## src/rtl/rsbus_d2r_req_sched.sv

```systemverilog
// rsbus_d2r_req_sched
//   Credit-based request scheduler between a request-FIFO bank head and the
//   ring. A head is granted when the scheduler is enabled and its requester
//   still has credit. The grant is held until the ring accepts it. The FIFO
//   head is then popped, and a fixed number of dead cycles follows.
//   Completions return credits.
//
// Ports
//   clk, rst_n            clock, asynchronous active-low reset
//   cfg_en                enable; low blocks new grants only
//   i_stb/i_prior/i_req/i_rid   FIFO-bank head (valid, priority, code, id)
//   i_ack                 one-cycle pop pulse toward the FIFO bank
//   g_stb/g_prior/g_req/g_rid   grant toward the ring (held until g_ack)
//   g_ack                 ring accepted the grant
//   c_stb/c_rid           completion, releases one credit of c_rid
//   o_stall               head blocked for STALL_LIMIT cycles
//   o_err                 sticky credit-underflow error
module rsbus_d2r_req_sched #(
  parameter int MAX_OUT     = 4,
  parameter int HOLD_CYCLES = 3,
  parameter int STALL_LIMIT = 255
) (
  input  logic       clk,
  input  logic       rst_n,
  input  logic       cfg_en,
  input  logic       i_stb,
  input  logic [1:0] i_prior,
  input  logic [3:0] i_req,
  input  logic [3:0] i_rid,
  output logic       i_ack,
  output logic       g_stb,
  output logic [1:0] g_prior,
  output logic [3:0] g_req,
  output logic [3:0] g_rid,
  input  logic       g_ack,
  input  logic       c_stb,
  input  logic [3:0] c_rid,
  output logic       o_stall,
  output logic       o_err
);

  localparam logic [2:0] LP_MAX   = 3'(MAX_OUT);
  localparam logic [3:0] LP_HOLD  = 4'(HOLD_CYCLES);
  localparam logic [7:0] LP_STALL = 8'(STALL_LIMIT);

  typedef enum logic [1:0] {ST_IDLE, ST_ISSUE, ST_HOLD} state_t;

  state_t     r_state;
  state_t     w_state_nxt;

  logic [2:0] r_credit [16];
  logic [3:0] r_hold;
  logic [3:0] w_hold_nxt;
  logic [7:0] r_stall;
  logic [7:0] w_stall_nxt;

  logic       r_g_stb;
  logic       r_i_ack;
  logic [1:0] r_g_prior;
  logic [3:0] r_g_req;
  logic [3:0] r_g_rid;
  logic       r_o_stall;
  logic       r_o_err;

  logic       w_g_stb_nxt;
  logic       w_i_ack_nxt;
  logic [1:0] w_g_prior_nxt;
  logic [3:0] w_g_req_nxt;
  logic [3:0] w_g_rid_nxt;

  logic       w_grant;
  logic       w_accept;
  logic       w_underflow;

  assign w_grant  = (r_state == ST_IDLE) & i_stb & cfg_en & (r_credit[i_rid] < LP_MAX);
  assign w_accept = (r_state == ST_ISSUE) & g_ack;
  // A same-cycle grant increment on the completing rid absorbs the decrement.
  assign w_underflow = c_stb & (r_credit[c_rid] == 3'd0) & ~(w_accept & (r_g_rid == c_rid));

  // State register
  always_ff @(posedge clk or negedge rst_n) begin
    if (!rst_n) begin
      r_state <= ST_IDLE;
    end else begin
      r_state <= w_state_nxt;
    end
  end

  // Next-state logic
  always_comb begin
    w_state_nxt = r_state;
    case (r_state)
      ST_IDLE:  if (w_grant) w_state_nxt = ST_ISSUE;
      ST_ISSUE: if (g_ack) w_state_nxt = ST_HOLD;
      ST_HOLD:  if (r_hold <= 4'd1) w_state_nxt = ST_IDLE;
      default:  w_state_nxt = ST_IDLE;
    endcase
  end

  // Output / counter next values (all outputs are registered below)
  always_comb begin
    w_g_stb_nxt   = r_g_stb;
    w_i_ack_nxt   = 1'b0;
    w_g_prior_nxt = r_g_prior;
    w_g_req_nxt   = r_g_req;
    w_g_rid_nxt   = r_g_rid;
    w_hold_nxt    = r_hold;
    w_stall_nxt   = r_stall;
    case (r_state)
      ST_IDLE: begin
        if (w_grant) begin
          w_g_stb_nxt   = 1'b1;
          w_g_prior_nxt = i_prior;
          w_g_req_nxt   = i_req;
          w_g_rid_nxt   = i_rid;
        end
        if (!i_stb || w_grant) begin
          w_stall_nxt = '0;
        end else if (r_stall != LP_STALL) begin
          w_stall_nxt = r_stall + 8'd1;
        end
      end
      ST_ISSUE: begin
        if (g_ack) begin
          w_g_stb_nxt = 1'b0;
          w_i_ack_nxt = 1'b1;
          w_hold_nxt  = LP_HOLD;
        end
      end
      ST_HOLD: begin
        if (r_hold != 4'd0) w_hold_nxt = r_hold - 4'd1;
      end
      default: ;
    endcase
  end

  always_ff @(posedge clk or negedge rst_n) begin
    if (!rst_n) begin
      r_g_stb   <= 1'b0;
      r_i_ack   <= 1'b0;
      r_g_prior <= '0;
      r_g_req   <= '0;
      r_g_rid   <= '0;
      r_hold    <= '0;
      r_stall   <= '0;
      r_o_stall <= 1'b0;
      r_o_err   <= 1'b0;
    end else begin
      r_g_stb   <= w_g_stb_nxt;
      r_i_ack   <= w_i_ack_nxt;
      r_g_prior <= w_g_prior_nxt;
      r_g_req   <= w_g_req_nxt;
      r_g_rid   <= w_g_rid_nxt;
      r_hold    <= w_hold_nxt;
      r_stall   <= w_stall_nxt;
      r_o_stall <= (w_stall_nxt == LP_STALL);
      if (w_underflow) r_o_err <= 1'b1;
    end
  end

  // Credit counters: +1 on ring acceptance, -1 on completion, floor at 0.
  always_ff @(posedge clk or negedge rst_n) begin
    if (!rst_n) begin
      for (int unsigned i = 0; i < 16; i++) r_credit[i] <= '0;
    end else begin
      for (int unsigned i = 0; i < 16; i++) begin
        if ((w_accept && (r_g_rid == 4'(i))) && !(c_stb && (c_rid == 4'(i)))) begin
          if (r_credit[i] < LP_MAX) r_credit[i] <= r_credit[i] + 3'd1;
        end else if (!(w_accept && (r_g_rid == 4'(i))) && (c_stb && (c_rid == 4'(i)))) begin
          if (r_credit[i] != 3'd0) r_credit[i] <= r_credit[i] - 3'd1;
        end
      end
    end
  end

  assign g_stb   = r_g_stb;
  assign i_ack   = r_i_ack;
  assign g_prior = r_g_prior;
  assign g_req   = r_g_req;
  assign g_rid   = r_g_rid;
  assign o_stall = r_o_stall;
  assign o_err   = r_o_err;

endmodule
```

## config.mk

```make
export PLATFORM = sky130hd
export DESIGN_NAME = rsbus_d2r_req_sched
export DESIGN_NICKNAME = d
export VERILOG_FILES = /design/src/rtl/rsbus_d2r_req_sched.sv
export SDC_FILE = /design/constraint.sdc
export NUM_CORES = 1
export LEC_CHECK = 0
export ABC_AREA = 1
export ABC_CLOCK_PERIOD_IN_PS = 2900
export CORE_MARGIN = 3
export CORE_UTILIZATION = 50
export DETAILED_ROUTE_END_ITERATION = 10
export PLACE_DENSITY = 0.7
export SLEW_MARGIN = 20
export SYNTH_ARGS = -nofsm -noshare
export SYNTH_HDL_FRONTEND = slang
export SYNTH_SLANG_ARGS = --single-unit
```

## constraint.sdc

```tcl
create_clock -name clk -period 2.9 [get_ports clk]
set_input_delay 0.29 -clock clk [delete_from_list [all_inputs] [get_ports clk]]
set_output_delay 0.29 -clock clk [all_outputs]
set_load 0.01 [all_outputs]
```

==> metrics.md, run 1 <==
| Metric | Value |
|---|---|
| Ant diodes | `0` |
| Setup ws final | `0.233 ns` |
| Clk root buf | `clkbuf_8` |
| Die area | `0.0108 mm²` |
| MaxCap Viol Count | `0` |
| Cell Rows | `35` |
| Vias/cell | `4.96` |
| Status | `finished, final reports clean` |
| Yosys reg bits | `76` |
| Yosys Warn Count | `0` |
| Pleak | `2.67 nW` |
| CTS tree | `done` |
| Slowest cell delay on critical path | `0.39 ns` |
| FF+latch area | `0.00190 mm²` |
| Via Count | `3772` |
| Post_cts resized | `0` |
| Iter 0 DRT Violations | `138` |
| Fin crit period | `2.67 ns` |
| Fin. Hold Viols | `0` |
| Fillers | `839` |
| CP Cell Sequence | `inv_1 > nor2_1 > nand2_1 > inv_1 > nand3_1 > nor2_1 > ha_1 > inv_1 > fa_1 > or2_2 > nand3_1 > xor2_1` |
| Layout net count | `683` |
| Sequential area share after synthesis | `39.8%` |
| Syn-to-layout area delta | `15.6%` |
| GP Congestion | `0.976` |
| Max clock buf depth | `2` |
| Most frequent cells in the layout | `130 x nand2_1, 93 x inv_1, 76 x dfrtp_1, 46 x nor2_1` |
| CP max FO | `7` |
| Worst EP required | `3.19 ns` |
| HPWL Detailed | `7.81 mm` |
| Post-route ant nets | `0` |
| Final wirelength | `10.3 mm` |
| H-tree levels | `3` |
| DRC | `0` |
| Initial antenna violation count | `0` |
| CP max stage cell | `dfrtp_1` |
| P per Cell Area | `821 mW/mm²` |
| Setup violators final | `0` |
| CP Class | `reg2reg` |
| Buf/Inv on CP | `3` |
| Slew at the pin with the worst max-slew slack | `0.472 ns` |
| Worst VDD drop | `0.367 mV` |
| Total Routing Usage GR | `20.6%` |
| Dpl cells | `743` |
| CTS Buf Count | `9` |
| Arr. time, crit path | `2.95 ns` |
| Pin count of the biggest net entering global routing | `77` |
| Die height | `104 µm` |
| First-pass GRT wire length | `18.2 mm` |
| Drt pass-1 iters | `4` |
| Clk_lat worst skew | `0.36 ns` |
| Worst slack, placed | `0.0444 ns` |
| Synth Instances | `578` |
| Pins Over Slew Limit | `0` |
| Clock transition at the registers of the reported paths | `0.09 ns` |
| Die width | `104 µm` |
| CP delay by family, top | `simple AND/OR/NAND/NOR gates` |
| Multi-input logic area | `0.00249 mm²` |
| Share of cells above drive strength 1 | `9.97%` |
| Starting Density | `51.5%` |
| Max-slew headroom | `68.2%` |
| Num ports | `34` |
| Fin Setup TNS | `0 ns` |
| GRT Residual Overflow | `0` |
| Max Clk Rate | `0.375 GHz` |
| Fin util | `59.6%` |
| Number of global-route vias before repair | `3900` |
| Post-route non-filler standard cell count | `761` |
| Synthesized area | `0.00478 mm²` |
| Post-DR wirelength/cell | `13.6 µm` |
| Commonest non-fill, non-tap cell in the layout | `nand2_1` |
| Clock Sinks | `76` |
| Synthesized area per cell | `8.28 µm²` |
| Crit-path most repeated cell | `inv_1` |
| RSZ-0062 raised after global routing | `false` |
| Synthesized Nets | `634` |
| Yosys cell types | `34` |
| Core footprint | `0.00928 mm²` |
| Tcrit/Tclk final | `92.0%` |
| I/O Buffers | `33` |
| Crit end category | `register` |
| Crit start category | `register` |
| Clock Skew | `0.00998 ns` |
| Hold Crit Class | `in2async` |
-- metrics by stage --
step,hold WS (ns),power [mW],instance area (µm²)
floorplan,-0.00559,3.14,4780
global placement,0.447,3.63,5290
detailed placement,0.451,3.73,5290
CTS,0.123,4.58,5490
global route,0.392,4.96,5530
finish,0.360,4.54,5530
-- registers in the layout (all words and copies together) (netlist names) --
name,cells
g_prior,2
g_req,4
g_rid,4
g_stb,1
i_ack,1
o_err,1
o_stall,1
r_credit,48
r_hold,4
r_stall,8
r_state,2
-- worst register-to-register path: stages, from the launching register on --
cell and delay [ns]:
dfrtp_1 0.39, inv_1 0.08, nor2_1 0.09, nand2_1 0.11
inv_1 0.22, nand3_1 0.21, nor2_1 0.21, ha_1 0.24
inv_1 0.10, fa_1 0.37, or2_2 0.31, nand3_1 0.10
xor2_1 0.16
-- cell type report --
cell class              instances  area share (%)
clock buffers                   9            2.24
clock inverters                 7            1.36
inverters                      98            6.70
multi-input cells             402            45.1
flip-flops and latches         76            34.4
well taps                     129            2.92
repair buffers                 40            7.29
-- routing by layer --
| layer | global-route usage (%) | vias up | wire, µm |
|---|---|---|---|
| met4 | 7.41 | 0 | 218 |
| li1 | - | 1911 | - |
| met2 | 35.1 | 70 | 5040 |
| met3 | 3.93 | 18 | 430 |
| met5 | 0 | - | 0 |
| met1 | 26.2 | 1773 | 4650 |
-- synth_stat cells --
library cell  number  share of area (%)
a21oi_1           19                2.0
o211ai_1           1               0.16
nor4_1             1               0.13
o22ai_1            9                1.2
a22oi_1            1               0.16
inv_2              3               0.24
o21a_1             1               0.16
o31ai_1            1               0.16
a31oi_1            1               0.13
nand3_4            1               0.37
nand2_2            4               0.52
xnor2_1           20                3.7
o21ai_0           19                2.0
nand3_1           32                3.3
nand3b_1           1               0.16
mux2_2             9                2.1
buf_2              1               0.10
nor2_4             2               0.47
nor3_1            21                2.2
inv_1             93                7.3
or2_2             13                1.7
xor2_1            22                4.0
clkinv_1           1              0.078
dfrtp_1           76                 40
nor2_1            46                3.6
nand3_2            4               0.84
ha_1              20                5.2
buf_6              1               0.24
fa_1              16                6.7
nor2_2             3               0.39
inv_4              1               0.13
o21ai_1            3               0.31
nand4_1            2               0.26
nand2_1          130                 10
-- power breakdown --
| part | switching, mW | internal [mW] | leakage (nW) |
|---|---|---|---|
| Clock | 0.432 | 0.402 | 0.104 |
| Combinational | 0.902 | 0.802 | 1.64 |
| Sequential | 0.489 | 1.51 | 0.926 |
-- path summary, 6_finish.rpt --
kind | slack (ns) | start | endpoint | depth (start not counted)
worst min register to register | 0.47 | o_err | o_err | 2
min in group clk | 0.47 | o_err | o_err | 2
worst max register to register | 0.23 | r_state[0] | r_credit[5] | 12
worst min-delay path | 0.36 | rst_n | r_credit[18] | 2
worst max-delay path | 0.23 | r_state[0] | r_credit[5] | 12
max in group asynchronous | 1.97 | rst_n | r_credit[44] | 3
-- repair_timing --
| action | 4_1_cts | 5_1_grt |
|---|---|---|
| hold buffers | 0 | 1 |
| hold endpoints to repair | 0 | 21 |
| buffers inserted | 0 | 0 |
-- cells by family (layout without fill, tap and decap cells) --
logic type      after synthesis  count (layout)  synth area share [%]
compound gates               55              55                  6.23
xor+xnor                     42              42                  7.69
fa+ha+maj                    36              36                  11.9
buf+inv                     100             154                  8.08
flops                        76              76                  39.8
mux                           9               9                  2.12
simple gates                260             260                  24.2
(Power assumes the default switching activity.)
==> run 2: changes to the inputs <==
Settings changed: CTS_BUF_LIST set to sky130_fd_sc_hd__clkbuf_4 sky130_fd_sc_hd__clkbuf_8 sky130_fd_sc_hd__clkbuf_16.
==> results of run 2 <==
No change in the layout: final DEF, timing and power equal those of run 1.
